==> src/rtl/lsu_pkg.sv <==
// Shared definitions for the load/store unit.
//   - funct3 encodings of the supported access types
//   - FSM state encoding
//   - lsu_decode(): funct3 -> access size (log2 bytes), sign-extend flag, legality
package lsu_pkg;

  localparam logic [2:0] LS_B  = 3'b000;
  localparam logic [2:0] LS_H  = 3'b001;
  localparam logic [2:0] LS_W  = 3'b010;
  localparam logic [2:0] LS_D  = 3'b011;
  localparam logic [2:0] LS_BU = 3'b100;
  localparam logic [2:0] LS_HU = 3'b101;
  localparam logic [2:0] LS_WU = 3'b110;

  typedef enum logic [2:0] {
    ST_IDLE  = 3'd0,
    ST_ADDR  = 3'd1,
    ST_DATA  = 3'd2,
    ST_ADDR2 = 3'd3,
    ST_DATA2 = 3'd4,
    ST_RESP  = 3'd5
  } lsu_state_e;

  typedef struct packed {
    logic       legal;
    logic       sext;
    logic [1:0] size;   // log2 of access size in bytes
  } lsu_acc_t;

  // wide = 1 when the bus is 64 bits, which enables D and WU.
  function automatic lsu_acc_t lsu_decode(input logic [2:0] funct3, input logic wide);
    lsu_acc_t a;
    a.legal = 1'b1;
    a.sext  = 1'b0;
    a.size  = 2'd0;
    case (funct3)
      LS_B:    begin a.sext = 1'b1; a.size = 2'd0; end
      LS_H:    begin a.sext = 1'b1; a.size = 2'd1; end
      LS_W:    begin a.sext = 1'b1; a.size = 2'd2; end
      LS_D:    begin a.size = 2'd3; a.legal = wide; end
      LS_BU:   a.size = 2'd0;
      LS_HU:   a.size = 2'd1;
      LS_WU:   begin a.size = 2'd2; a.legal = wide; end
      default: a.legal = 1'b0;
    endcase
    return a;
  endfunction

endpackage

==> src/rtl/lsu_mem_ctrl_if.sv <==
// Core-side request/response and data-memory bus signals of the LSU.
//   slave  : the LSU (consumes requests, drives the memory bus)
//   master : the environment (execute stage + memory)
interface lsu_mem_ctrl_if #(
  parameter int ADDR_W = 32,
  parameter int DATA_W = 32
);
  localparam int BE_W = DATA_W / 8;

  logic              req_valid;
  logic              req_ready;
  logic              req_we;
  logic [2:0]        req_funct3;
  logic [ADDR_W-1:0] req_addr;
  logic [DATA_W-1:0] req_wdata;
  logic              resp_valid;
  logic [DATA_W-1:0] resp_rdata;
  logic              resp_err;
  logic              mem_req;
  logic              mem_we;
  logic [ADDR_W-1:0] mem_addr;
  logic [BE_W-1:0]   mem_be;
  logic [DATA_W-1:0] mem_wdata;
  logic              mem_gnt;
  logic              mem_rvalid;
  logic [DATA_W-1:0] mem_rdata;

  modport slave (
    input  req_valid, req_we, req_funct3, req_addr, req_wdata,
           mem_gnt, mem_rvalid, mem_rdata,
    output req_ready, resp_valid, resp_rdata, resp_err,
           mem_req, mem_we, mem_addr, mem_be, mem_wdata
  );

  modport master (
    output req_valid, req_we, req_funct3, req_addr, req_wdata,
           mem_gnt, mem_rvalid, mem_rdata,
    input  req_ready, resp_valid, resp_rdata, resp_err,
           mem_req, mem_we, mem_addr, mem_be, mem_wdata
  );
endinterface

==> src/rtl/lsu_align.sv <==
// Combinational byte-lane shifter.
// Works on a two-word window so that an access crossing a bus word boundary
// yields the lanes of both beats: the low half belongs to the first (aligned)
// word, the high half to the following word.
//   size_i  : log2 access bytes        off_i   : byte offset in bus word
//   sext_i  : sign-extend loads        wdata_i : LSB-aligned store data
//   rdata_i : {second word, first word} raw read data
//   be_o    : byte enables, two words  wdata_o : store data on its lanes, two words
//   rdata_o : load data shifted down and extended
module lsu_align #(
  parameter int DATA_W = 32
) (
  input  logic [1:0]                   size_i,
  input  logic                         sext_i,
  input  logic [$clog2(DATA_W/8)-1:0]  off_i,
  input  logic [DATA_W-1:0]            wdata_i,
  input  logic [2*DATA_W-1:0]          rdata_i,
  output logic [2*DATA_W/8-1:0]        be_o,
  output logic [2*DATA_W-1:0]          wdata_o,
  output logic [DATA_W-1:0]            rdata_o
);
  localparam int BE_W = DATA_W / 8;

  int                  nbytes;
  logic [2*BE_W-1:0]   mask;
  logic [2*DATA_W-1:0] rshift;
  logic [DATA_W-1:0]   rword;
  logic                msb;
  logic                sbit;

  assign nbytes = 1 << size_i;

  always_comb begin
    mask = '0;
    for (int i = 0; i < 2*BE_W; i++) mask[i] = (i < nbytes);
    be_o = mask << off_i;
  end

  assign wdata_o = {{DATA_W{1'b0}}, wdata_i} << {off_i, 3'b000};
  assign rshift  = rdata_i >> {off_i, 3'b000};
  assign rword   = rshift[DATA_W-1:0];

  always_comb begin
    case (size_i)
      2'd0:    msb = rword[7];
      2'd1:    msb = rword[15];
      default: msb = rword[31];
    endcase
    sbit    = msb & sext_i;
    rdata_o = rword;
    for (int i = 0; i < DATA_W; i++) begin
      if (i >= 8*nbytes) rdata_o[i] = sbit;
    end
  end
endmodule

==> src/rtl/lsu_mem_ctrl.sv <==
// Multi-cycle load/store unit between execute stage and data-memory bus.
// Ports: clk, rst_n (async, active low), bus (lsu_mem_ctrl_if.slave: core
// request/response handshake and memory req/gnt/rvalid bus).
// Build option: LSU_MISALIGN_SPLIT_EN -- when defined, misaligned accesses that
// cross a bus word are split into two beats; otherwise every misaligned access
// is answered with resp_err and no bus cycle.
//
// state    | meaning
// ---------+-----------------------------------------------------------
// IDLE     | req_ready=1, waiting for a request
// ADDR     | mem_req held for first (or only) beat until mem_gnt
// DATA     | waiting for mem_rvalid of first beat
// ADDR2    | mem_req held for second beat (split access)
// DATA2    | waiting for mem_rvalid of second beat
// RESP     | resp_valid pulse with data/err
module lsu_mem_ctrl
  import lsu_pkg::*;
#(
  parameter int ADDR_W  = 32,
  parameter int DATA_W  = 32,
  parameter int TIMEOUT = 255
) (
  input logic          clk,
  input logic          rst_n,
  lsu_mem_ctrl_if.slave bus
);
  localparam int BE_W  = DATA_W / 8;
  localparam int OFF_W = $clog2(BE_W);
  localparam int TMO_W = (TIMEOUT > 1) ? $clog2(TIMEOUT) : 1;

  lsu_state_e        state_q, state_d;
  logic              we_q, we_d, sext_q, sext_d, err_q, err_d, split_q, split_d;
  logic [1:0]        size_q, size_d;
  logic [ADDR_W-1:0] addr_q, addr_d;
  logic [DATA_W-1:0] wdata_q, wdata_d, rlo_q, rlo_d, rdata_q, rdata_d;
  logic [TMO_W-1:0]  tmo_q, tmo_d;

  lsu_acc_t            req_acc;
  logic [OFF_W-1:0]    req_off;
  logic                req_bad, req_split, tmo_hit;
  logic [ADDR_W-1:0]   addr_aligned;
  logic [2*BE_W-1:0]   be_both;
  logic [2*DATA_W-1:0] wdata_both, rdata_both;
  logic [DATA_W-1:0]   rdata_ext;

  assign req_acc = lsu_decode(bus.req_funct3, DATA_W == 64);
  assign req_off = bus.req_addr[OFF_W-1:0];

`ifdef LSU_MISALIGN_SPLIT_EN
  // Only an access running past the end of the bus word needs a second beat.
  assign req_split = (32'(req_off) + (32'd1 << req_acc.size)) > 32'(BE_W);
  assign req_bad   = !req_acc.legal;
`else
  logic req_mis;
  assign req_mis   = (req_off & OFF_W'((32'd1 << req_acc.size) - 32'd1)) != '0;
  assign req_split = 1'b0;
  assign req_bad   = !req_acc.legal || req_mis;
`endif

  assign tmo_hit      = (TIMEOUT != 0) && (tmo_q == TMO_W'(TIMEOUT - 1));
  assign addr_aligned = {addr_q[ADDR_W-1:OFF_W], {OFF_W{1'b0}}};
  assign rdata_both   = (state_q == ST_DATA2) ? {bus.mem_rdata, rlo_q}
                                              : {{DATA_W{1'b0}}, bus.mem_rdata};

  lsu_align #(.DATA_W(DATA_W)) u_align (
    .size_i  (size_q),
    .sext_i  (sext_q),
    .off_i   (addr_q[OFF_W-1:0]),
    .wdata_i (wdata_q),
    .rdata_i (rdata_both),
    .be_o    (be_both),
    .wdata_o (wdata_both),
    .rdata_o (rdata_ext)
  );

  always_ff @(posedge clk or negedge rst_n) begin
    if (!rst_n) begin
      state_q <= ST_IDLE;
      we_q    <= 1'b0;
      sext_q  <= 1'b0;
      err_q   <= 1'b0;
      split_q <= 1'b0;
      size_q  <= '0;
      addr_q  <= '0;
      wdata_q <= '0;
      rlo_q   <= '0;
      rdata_q <= '0;
      tmo_q   <= '0;
    end else begin
      state_q <= state_d;
      we_q    <= we_d;
      sext_q  <= sext_d;
      err_q   <= err_d;
      split_q <= split_d;
      size_q  <= size_d;
      addr_q  <= addr_d;
      wdata_q <= wdata_d;
      rlo_q   <= rlo_d;
      rdata_q <= rdata_d;
      tmo_q   <= tmo_d;
    end
  end

  always_comb begin
    state_d = state_q;
    we_d    = we_q;
    sext_d  = sext_q;
    err_d   = err_q;
    split_d = split_q;
    size_d  = size_q;
    addr_d  = addr_q;
    wdata_d = wdata_q;
    rlo_d   = rlo_q;
    rdata_d = rdata_q;
    tmo_d   = tmo_q;
    case (state_q)
      ST_IDLE: begin
        if (bus.req_valid) begin
          we_d    = bus.req_we;
          sext_d  = req_acc.sext;
          size_d  = req_acc.size;
          addr_d  = bus.req_addr;
          wdata_d = bus.req_wdata;
          split_d = req_split;
          err_d   = req_bad;
          rdata_d = '0;
          tmo_d   = '0;
          state_d = req_bad ? ST_RESP : ST_ADDR;
        end
      end
      ST_ADDR, ST_ADDR2: begin
        if (bus.mem_gnt) begin
          tmo_d   = '0;
          state_d = (state_q == ST_ADDR) ? ST_DATA : ST_DATA2;
        end else if (tmo_hit) begin
          tmo_d   = '0;
          err_d   = 1'b1;
          state_d = ST_RESP;
        end else begin
          tmo_d = tmo_q + 1'b1;
        end
      end
      ST_DATA, ST_DATA2: begin
        if (bus.mem_rvalid) begin
          tmo_d = '0;
          if (state_q == ST_DATA && split_q) begin
            rlo_d   = bus.mem_rdata;
            state_d = ST_ADDR2;
          end else begin
            rdata_d = we_q ? '0 : rdata_ext;
            state_d = ST_RESP;
          end
        end else if (tmo_hit) begin
          tmo_d   = '0;
          err_d   = 1'b1;
          state_d = ST_RESP;
        end else begin
          tmo_d = tmo_q + 1'b1;
        end
      end
      ST_RESP: state_d = ST_IDLE;
      default: state_d = ST_IDLE;
    endcase
  end

  always_comb begin
    bus.req_ready  = (state_q == ST_IDLE);
    bus.resp_valid = (state_q == ST_RESP);
    bus.resp_rdata = (state_q == ST_RESP) ? rdata_q : '0;
    bus.resp_err   = (state_q == ST_RESP) & err_q;
    bus.mem_req    = 1'b0;
    bus.mem_we     = 1'b0;
    bus.mem_addr   = '0;
    bus.mem_be     = '0;
    bus.mem_wdata  = '0;
    case (state_q)
      ST_ADDR: begin
        bus.mem_req   = 1'b1;
        bus.mem_we    = we_q;
        bus.mem_addr  = addr_aligned;
        bus.mem_be    = be_both[BE_W-1:0];
        bus.mem_wdata = wdata_both[DATA_W-1:0];
      end
      ST_ADDR2: begin
        bus.mem_req   = 1'b1;
        bus.mem_we    = we_q;
        bus.mem_addr  = addr_aligned + ADDR_W'(BE_W);
        bus.mem_be    = be_both[2*BE_W-1:BE_W];
        bus.mem_wdata = wdata_both[2*DATA_W-1:DATA_W];
      end
      default: ;
    endcase
  end
endmodule

==> src/flat_wrapper.sv <==
// flat-port wrapper written by rule: the top's interface ports become plain ports
module lsu_mem_ctrl_flat import lsu_pkg::*;
#(
  parameter int ADDR_W  = 32,
  parameter int DATA_W  = 32,
  parameter int TIMEOUT = 255
)
  (clk, rst_n, bus_req_valid, bus_req_we, bus_req_funct3, bus_req_addr, bus_req_wdata, bus_mem_gnt, bus_mem_rvalid, bus_mem_rdata, bus_req_ready, bus_resp_valid, bus_resp_rdata, bus_resp_err, bus_mem_req, bus_mem_we, bus_mem_addr, bus_mem_be, bus_mem_wdata);
  lsu_mem_ctrl_if #(.ADDR_W(ADDR_W), .DATA_W(DATA_W)) bus_i ();
  input logic clk;
  input logic rst_n;
  input wire logic [$bits(bus_i.req_valid)-1:0] bus_req_valid;
  input wire logic [$bits(bus_i.req_we)-1:0] bus_req_we;
  input wire logic [$bits(bus_i.req_funct3)-1:0] bus_req_funct3;
  input wire logic [$bits(bus_i.req_addr)-1:0] bus_req_addr;
  input wire logic [$bits(bus_i.req_wdata)-1:0] bus_req_wdata;
  input wire logic [$bits(bus_i.mem_gnt)-1:0] bus_mem_gnt;
  input wire logic [$bits(bus_i.mem_rvalid)-1:0] bus_mem_rvalid;
  input wire logic [$bits(bus_i.mem_rdata)-1:0] bus_mem_rdata;
  output wire logic [$bits(bus_i.req_ready)-1:0] bus_req_ready;
  output wire logic [$bits(bus_i.resp_valid)-1:0] bus_resp_valid;
  output wire logic [$bits(bus_i.resp_rdata)-1:0] bus_resp_rdata;
  output wire logic [$bits(bus_i.resp_err)-1:0] bus_resp_err;
  output wire logic [$bits(bus_i.mem_req)-1:0] bus_mem_req;
  output wire logic [$bits(bus_i.mem_we)-1:0] bus_mem_we;
  output wire logic [$bits(bus_i.mem_addr)-1:0] bus_mem_addr;
  output wire logic [$bits(bus_i.mem_be)-1:0] bus_mem_be;
  output wire logic [$bits(bus_i.mem_wdata)-1:0] bus_mem_wdata;
  assign bus_i.req_valid = bus_req_valid;
  assign bus_i.req_we = bus_req_we;
  assign bus_i.req_funct3 = bus_req_funct3;
  assign bus_i.req_addr = bus_req_addr;
  assign bus_i.req_wdata = bus_req_wdata;
  assign bus_i.mem_gnt = bus_mem_gnt;
  assign bus_i.mem_rvalid = bus_mem_rvalid;
  assign bus_i.mem_rdata = bus_mem_rdata;
  assign bus_req_ready = bus_i.req_ready;
  assign bus_resp_valid = bus_i.resp_valid;
  assign bus_resp_rdata = bus_i.resp_rdata;
  assign bus_resp_err = bus_i.resp_err;
  assign bus_mem_req = bus_i.mem_req;
  assign bus_mem_we = bus_i.mem_we;
  assign bus_mem_addr = bus_i.mem_addr;
  assign bus_mem_be = bus_i.mem_be;
  assign bus_mem_wdata = bus_i.mem_wdata;
  lsu_mem_ctrl #(.ADDR_W(ADDR_W), .DATA_W(DATA_W), .TIMEOUT(TIMEOUT)) u_core (.clk(clk), .rst_n(rst_n), .bus(bus_i));
endmodule
==> config.mk <==
export PLATFORM = sky130hd
export DESIGN_NAME = lsu_mem_ctrl_flat
export DESIGN_NICKNAME = d
export VERILOG_FILES = /design/src/rtl/lsu_pkg.sv /design/src/rtl/lsu_mem_ctrl_if.sv /design/src/rtl/lsu_align.sv /design/src/rtl/lsu_mem_ctrl.sv /design/src/flat_wrapper.sv
export SDC_FILE = /design/constraint.sdc
export NUM_CORES = 1
export LEC_CHECK = 0
export CORE_ASPECT_RATIO = 1.4
export CORE_MARGIN = 1.5
export CORE_UTILIZATION = 44
export CTS_CLUSTER_SIZE = 30
export DETAILED_ROUTE_END_ITERATION = 12
export GPL_ROUTABILITY_DRIVEN = 1
export PLACE_DENSITY_LB_ADDON = 0.08
export SYNTH_ARGS = -nofsm -noshare
export SYNTH_HDL_FRONTEND = slang
export SYNTH_SLANG_ARGS = --single-unit
==> constraint.sdc <==
create_clock -name clk -period 2.15 [get_ports clk]
set_input_delay 0.645 -clock clk [delete_from_list [all_inputs] [get_ports clk]]
set_output_delay 0.645 -clock clk [all_outputs]
set_load 0.03 [all_outputs]
==> impl.org, run 1 <==
** Status
- The flow ran to the end, but the final reports show violations.
- Violations in the final reports :: setup timing

** Global routing
- After global routing the overflow that remains totals 0.
- The number of global-route vias before repair is between 8000 and 9000.
- The number of antenna violations at the first check in global routing came to 1.
- Maximum number of pins on one net before global-route repair :: 60
- Total track usage :: 33.61%
- The first global-routing pass estimated ~46 mm of wire.

** Critical path
- STA classifies the critical path endpoint as a primary output.
- Along the worst path, the maximum fanout reaches 5.
- The startpoint identified for the worst register-to-register timing path is u_core.addr_q[0].
- Critical R2R Capture :: u_core.rdata_q[18]
- Critical-path cell list :: nand4_1 > buf_6 > nor4_4 > buf_6 > nand4_1 > xor2_2 > nor2_4 > buf_6
- The largest single stage delay on the critical path is 370 ps.
- Depth of the worst register-to-register path :: 10
- Arrival time at the worst endpoint :: 2250 ps
- Required time worst endpoint :: 1500 ps
- Largest delay contributor family on the critical path :: simple AND/OR/NAND/NOR gates
- By startpoint and endpoint, the worst setup path is classified as flip-flop to primary output.
- In this run the number of cells on the critical path is 8.
- On the critical path, the stage with the largest delay is an instance of dfrtp_1.
- Origin of the worst setup path :: u_core.addr_q[6]
- End point of the critical path :: bus_mem_addr[24]
- STA classifies the critical path startpoint as a flip-flop.
- Worst path bufs/invs :: 3
- Worst path most repeated cell :: buf_6
- Setup slack of the worst register-to-register path :: -440 ps

** CTS
- CTS hold repair buffers :: 0
- Number of sinks handled by clock tree synthesis :: around 110
- TritonCTS created 9 clock buffers.
- TritonCTS built the clock tree.
- The later pin in the worst-skew pair is clocked with a latency of around 370 ps.
- In this run the deepest clock path goes through 2 buffers.
- After clock tree synthesis, the clock-pin slew on the worst setup and hold paths is about 80 ps.
- The H-tree was split into 3 levels.
- Root Buffer Master :: clkbuf_16

** Place
- Number of placed instances, taps included :: 1366
- Before CTS, the worst setup slack after placement is -425.7 ps.
- Post-detailed-placement half-perimeter wirelength :: between 15 and 20 mm
- Routability-driven placement finished with a final weighted congestion of between 0.8 and 0.9.
- After detailed placement, the total cell area comes to roughly 11000 sq um.
- Input and output buffers added on the ports amount to around 210.

** STA
- The worst path in the final design needs a cycle of 2898 ps, including I/O delays and setup.
- Min Hold Slack :: between 200 and 300 ps
- Unrepaired setup endpoints after global routing :: yes
- Worst Setup Slack, final :: -748.5 ps
- Achievable Freq :: 0.3450 GHz
- After layout, the worst path uses 134.8% of the clock period.
- The final count of pins violating max slew was 0.
- TNS Setup :: -54470 ps
- Between clock sinks in the finished design, the worst skew comes to 9.781 ps.
- Setup violations remaining at the end of the flow were counted as 123.
- The count of endpoints failing hold in the final timing report came to 0.

** Floorplan
- Row generation in the floorplan step produced 56 rows.
- Pin placement for this block handled 210 I/O pins.
- The die is 113.3 um wide.
- Die extent in y :: 157.5 um
- Core ar. :: ~17000 sq um
- Initial cell density of the core :: 44.78%
- The die covers 17850 sq um.

** Finish
- Final Instance Count excl. Fillers :: 1484
- Measured on the finished design, the core utilization comes to 82.79%.
- With fillers left out, the area of the finished cells amounts to approximately 14000 sq um.
- Count of nets after finishing :: 1384
- Area Growth Syn to Fin :: 84.85%
- Share of layout cells above drive strength 1 :: 45.67%
- Count of inserted antenna diode cells :: 0

** Synth
- The most used flip-flop cell after synthesis is dfrtp_1.
- Post-synthesis cell type count :: 59
- Syn Inst Count :: 914
- Counting flops with a built-in enable in the synthesized netlist gives 0.
- Averaged over all synthesized cells, the footprint is 8.205 sq um.
- Share of synthesized registers carrying an async set or reset :: 100.0%
- The synthesized netlist occupies a cell area of ~7500 sq um.
- Sequential cells were found to cover 37.37% of the synthesized design area.
- Number of synthesis warnings :: 0
- Flops & latches, synth :: 112

** Routing
- Number of detailed-routing iterations run before antenna repair :: 5
- Remaining design rule violation count :: 0
- Dividing the detail-routed wire length by the instance count gives 22.61 um.
- After detailed routing, the total wire length is 33.56 mm.
- Vias per std cell :: 6.108
- Antenna Violating Nets Remaining :: 0
- For this block, the via count after detailed routing is 9065.
- Drt first-iter violations :: 723

** Job
- Max-cap viol count :: 0

** Power
- Power comes to 21.90 mW.
- Static Leakage :: 6.061 nW
- Maximum vdd drop :: 0.9271 mV
- For this design the ratio of total power to cell area is 1580 nW/um^2.

** Hold path
- Type of the worst min-delay path :: primary input to asynchronous set/reset pin
-- state kept, by name, indices dropped and copies added (netlist names) --
register,count
u_core.rdata_q,32
u_core.state_q,3
u_core.err_q,1
u_core.tmo_q,8
u_core.we_q,1
u_core.wdata_q,32
u_core.sext_q,1
u_core.size_q,2
u_core.addr_q,32
-- cells in the mapped netlist, types with 15 or more instances --
library cell,count,area (sq um)
and3_1,17,106.4
clkbuf_1,31,116.4
o22ai_1,16,100.1
a32o_1,15,150.1
and2_1,48,300.3
xor2_1,23,201.4
nand2_1,229,859.6
dfrtp_1,112,2803
mux2i_1,35,350.3
buf_2,22,110.1
o21ai_0,34,170.2
a21oi_1,34,170.2
nor2_1,63,236.5
nand3_1,35,175.2
mux2_2,24,270.3
a221o_1,16,160.2
-- layout by cell type, fill, tap and decap left out, types with 11 or more instances in the layout --
cell type / netlist / final
and3_1: 17 / 13
mux2_2: 24 / 20
buf_4: 13 / 144
o22ai_4: 0 / 13
buf_6: 2 / 119
a221o_1: 16 / 16
clkbuf_16: 0 / 11
dfrtp_1: 112 / 109
buf_12: 0 / 32
mux2i_1: 35 / 16
xor2_2: 0 / 20
a31oi_1: 13 / 12
nor2_1: 63 / 21
mux2i_4: 0 / 11
a32o_1: 15 / 15
nor2_4: 0 / 37
and2_4: 0 / 43
nand2_1: 229 / 218
nand3_1: 35 / 28
o21ai_0: 34 / 22
a21oi_1: 34 / 21
clkdlybuf4s50_1: 0 / 103
-- report_power, final --
| group | switching [mW] | leakage [nW] | internal (mW) | total (mW) |
|---|---|---|---|---|
| combinational | 8.32 | 4.47 | 7.57 | 15.9 |
| clock | 0.867 | 0.157 | 0.979 | 1.85 |
| sequential | 1.13 | 1.44 | 3.03 | 4.17 |
-- timing repair --
action                     CTS  global route
pin swaps                   80            58
setup buffers               48            46
gates resized for setup    291           104
setup endpoints to repair  126           132
cloned                      17             2
-- cell families after synthesis --
kind of cell / synth area share (%)
AOI/OAI and AO/OA: 17.00
xor gates and xnor gates: 3.503
adders and majority gates: 0.5006
buffers and inverters: 5.222
DFF: 37.37
muxes: 8.575
other: 0.05000
and+or+nand+nor: 27.78
-- cell type report --
class                   count  area (sq um)
well taps                 203         254.0
inverters                   7         48.80
multi-input cells         726          5857
clock inverters             5         61.31
clock buffers              11         252.7
fillers                   932          2883
flip-flops and latches    112          2809
repair buffers            420          4581
-- routing by layer --
metal	global-route usage (%)	share of wire, %	vias up
met4	17.08	7.5	2
met2	61.79	51	582
li1	-	-	3920
met5	0	0.036	-
met1	37.57	35	4380
met3	5.006	6.6	181
-- how the worst min path moves through the flow --
stage / start / cells after the start / to / slack (ps)
2_1_floorplan: rst_n / 0 / u_core.addr_q[0] / 350
3_3_place_gp: u_core.rdata_q[15] / 2 / u_core.rdata_q[15] / 450
3_5_place_dp: u_core.rdata_q[15] / 2 / u_core.rdata_q[15] / 470
4_1_cts: rst_n / 2 / u_core.tmo_q[5] / 300
5_1_grt: rst_n / 2 / u_core.tmo_q[0] / 290
6_report: rst_n / 2 / u_core.tmo_q[5] / 270
No activity file was read; power rests on OpenSTA's default activity.
==> run 2: changes to the inputs <==
--- a/config.mk
+++ b/config.mk
@@ -12,6 +12,7 @@
 export DETAILED_ROUTE_END_ITERATION = 12
 export GPL_ROUTABILITY_DRIVEN = 1
 export PLACE_DENSITY_LB_ADDON = 0.08
+export REMOVE_ABC_BUFFERS = 1
 export SYNTH_ARGS = -nofsm -noshare
 export SYNTH_HDL_FRONTEND = slang
 export SYNTH_SLANG_ARGS = --single-unit
==> run 2 against run 1 <==
The run still ends with setup timing left. Critical path type unchanged. Wire length decreased by 13%. Sequential share of layout area grew 1.3 points. Clock power down 5%. Largest power group unchanged. Critical path depth is the same. Worst hold slack lost 29 ps. Worst setup slack gained 94 ps. Global-route usage fell by 3.4 points. Clock skew shrank 1.3 ps. Sequential power fell by 5.3%. Critical endpoint is now bus_mem_addr[18].
==> impl.org, run 2 (synthesis gave the netlist of run 1 again) <==
** Place
- The half-perimeter wire length of the detailed placement result was 16.78 mm (was 18.31 mm).
- Number of input and output port buffers inserted :: 207 (unchanged)
- Final weighted congestion of routability-driven global placement :: 0.8077 (was 0.8909)

** Routing
- The total wire length is 29.18 mm (was 33.56 mm).
- Number of vias in the routed layout :: 8471 (was 9065)
- The initial detailed-routing violation count came to 484 (was 723).
- Number of detailed-routing iterations run before antenna repair :: 5 (unchanged)
- The remaining number of nets flagged by the antenna check after routing was 0 (unchanged).
- The average wire per standard cell is 19.73 um (was 22.61 um).
- The via density per instance came to 5.728 (was 6.108).
- The post-route DRC violation count is 0 (unchanged).

** Status
- Run status: finished with violations (unchanged).
- Violations in the final reports :: setup timing (unchanged)

** STA
- Clock skew :: 8.503 ps (was 9.781 ps)
- The achievable frequency was 0.3566 GHz (was 0.3450 GHz).
- Max-slew headroom at the worst pin :: 64.27%
- Count of final hold-check violations :: 0 (unchanged)
- At the pin with the least slew margin, the transition time is approximately 540 ps.
- Unrepaired setup endpoints after global routing :: yes (unchanged)
- The final period demand of the worst path is 2805 ps (was 2898 ps).
- Min Hold Slack :: 244.8 ps (was 273.6 ps)
- Ratio of final minimum period to clock period :: 130.4% (was 134.8%)
- Total count of max-transition violations in the final report :: 0 (unchanged)
- TNS Setup :: -56230 ps (was -54470 ps)
- The smallest setup slack after layout came to -654.6 ps (was -748.5 ps).
- Setup-failing EPs final :: 127 (was 123)

** Critical path
- Type of the worst setup path :: flip-flop to primary output (unchanged)
- Critical Path Sink Type :: primary output (unchanged)
- Slowest stage cell on the critical path :: dfrtp_1 (unchanged)
- The delay contributed by the slowest stage of the critical path came to 410 ps (was 370 ps).
- Start of the worst register-to-register path :: u_core.state_q[1] (was u_core.addr_q[0])
- Critical-path cell list :: nand4_1 > buf_6 > nor4_4 > buf_4 > nand3_1 > xor2_1 > nor2_1 > buf_4 (was nand4_1 > buf_6 > nor4_4 > buf_6 > nand4_1 > xor2_2 > nor2_4 > buf_6)
- Depth of the worst register-to-register path :: 13 (was 10)
- End point of the critical path :: bus_mem_addr[18] (was bus_mem_addr[24])
- The data arrival time at the worst-slack endpoint was 2160 ps (was 2250 ps).
- The first element of the critical path was u_core.addr_q[5] (was u_core.addr_q[6]).
- Startpoint type of the worst setup path :: flip-flop (unchanged)
- The minimum setup slack among reg-to-reg paths came to -280 ps (was -440 ps).
- Worst path most repeated cell :: buf_4 (was buf_6)
- The critical register-to-register path endpoint is u_core.rdata_q[29] (was u_core.rdata_q[18]).
- Biggest fanout along the worst timing path :: 4 (was 5)
- The endpoint required time on the critical path is 1500 ps (about the same).

** Finish
- Most frequent standard cell in the layout excluding fill and tap cells :: nand2_1 (unchanged)
- The number of nets in the layout was 1378 (was 1384).
- Area Growth Syn to Fin :: 73.49% (was 84.85%)
- The end-of-flow core utilization was 77.70% (was 82.79%).
- The number of fillers in the final layout is 1094 (was 932).
- Leading registers by flop count: u_core.addr_q (32), u_core.rdata_q (32), u_core.wdata_q (32) (unchanged).
- Top library cells by usage in the layout, fill and taps aside: nand2_1, buf_4, dfrtp_1, clkdlybuf4s50_1, buf_6 (was nand2_1, buf_4, buf_6, dfrtp_1, clkdlybuf4s50_1).
- Share of layout cells above drive strength 1 :: 40.14% (was 45.67%)

** Floorplan
- The die area is 17850 sq um (unchanged).
- Initial cell density of the core :: 44.78% (unchanged)
- The total number of placement rows is 56 (unchanged).
- The area of the core was 16750 sq um (unchanged).
- The total I/O pin count is 210 (unchanged).
- The vertical extent of the die came to 157.5 um (unchanged).
- The overall die width is 113.3 um (unchanged).

** CTS
- The total of hold buffers inserted after clock tree synthesis is 0 (unchanged).
- The clock latency on the worst-skew pair is 370 ps (about the same).
- The CTS root buffer is clkbuf_16 (unchanged).
- The maximum root-to-sink buffer count is 2 (unchanged).
- The total clock sinks is 112 (unchanged).
- The clock slew seen by the registers of the worst setup and hold paths came to 80 ps (about the same).
- The total clock buffers created by CTS came to 9 (unchanged).
- The count of H-tree levels built during CTS came to 3 (unchanged).
- TritonCTS clock tree :: built (unchanged)

** Global routing
- The overall routing resource usage came to 30.18% (was 33.61%).
- The total global routing overflow came to 0 (unchanged).
- Maximum number of pins on one net before global-route repair :: 40 (was 60)
- The number of global-route vias before repair is 8241 (was 8732).
- The wire length of the first global-routing pass was 42.24 mm (was 46.33 mm).
- Initial antenna violation count :: 0 (was 1)

** Power
- Maximum vdd drop :: 0.9427 mV (was 0.9271 mV)
- Pwr dens :: 1487 nW/um^2 (was 1580 nW/um^2)
- The total power of the final layout is 19.35 mW (was 21.90 mW).
- The standby leakage power came to 5.980 nW (was 6.061 nW).

** Job
- The count of maximum capacitance violations came to 0 (unchanged).

** Hold path
- The classification of the worst-slack hold path is primary input to asynchronous set/reset pin (unchanged).
==> run 2: cell types whose count changed in the layout (fill, tap and decap cells not counted), sizes merged <==
cell    before  now
and2        48   49
buf        313  300
bufbuf       2    6
clkbuf      13   17
diode        0    3
inv          8    6
nand2      231  229
nand3       36   35
o21ai       36   37
==> run 2: power breakdown <==
| part | internal (mW) | total [mW] | switching [mW] |
|---|---|---|---|
| combinational | 6.71 | 13.6 | 6.93 |
| sequential | 3.03 | 3.95 | 0.921 |
| clock | 0.926 | 1.75 | 0.828 |
| total | 10.7 | 19.4 | 8.68 |
==> run 2: through the flow <==
step                instance area, sq um  cells  worst slack, ps
floorplan                           7138    842            -1990
global placement                   10170   1360           -378.5
detailed placement                 10170   1360           -422.0
CTS                                12360   1448           -533.0
global route                       13000   1476           -711.5
finish                             13010   1479           -654.6
==> run 2: worst min path at each step <==
stage,from,to,slack (ps)
after detailed placement,u_core.rdata_q[15],u_core.rdata_q[15],470
after global placement,u_core.rdata_q[15],u_core.rdata_q[15],460
after floorplan,rst_n,u_core.addr_q[0],350
after CTS,rst_n,u_core.rdata_q[5],270
after global routing,rst_n,u_core.rdata_q[5],280
final,rst_n,u_core.rdata_q[5],240
==> run 2: final cells by class <==
| cell class | count | area (sq um) | area share [%] |
|---|---|---|---|
| Tap cell | 203 | 254.0 | 1.952 |
| Multi-Input combinational cell | 725 | 5164 | 39.69 |
| Clock buffer | 11 | 242.7 | 1.866 |
| Timing Repair Buffer | 415 | 4448 | 34.19 |
| Antenna cell | 3 | 7.507 | 0.05770 |
| Inverter | 7 | 43.79 | 0.3366 |
| Sequential cell | 112 | 2808 | 21.58 |
| Clock inverter | 3 | 43.79 | 0.3366 |
==> run 2: worst max-delay path, delay by kind of cell (launching register included) <==
kind	cells	cell delay, ps
flip-flops	1	410
AND/OR/NAND/NOR	4	670
XOR/XNOR	1	150
buffers and inverters	3	550
==> run 2: timing repair <==
action,4_1_cts,5_1_grt
gates cloned,14,8
buffers inserted,60,25
gates resized for setup,281,114
setup endpoints to repair,127,137
pin swaps,76,95
endpoints found under the hold margin,0,0
==> run 2: routing by layer <==
layer | vias up | track usage (%) | part of all wire [%]
met3 | 80 | 3.196 | 4.7
met4 | 0 | 16.13 | 3.7
li1 | 3928 | - | -
met2 | 367 | 53.94 | 54
met5 | - | 0 | 0
met1 | 4096 | 35.50 | 38
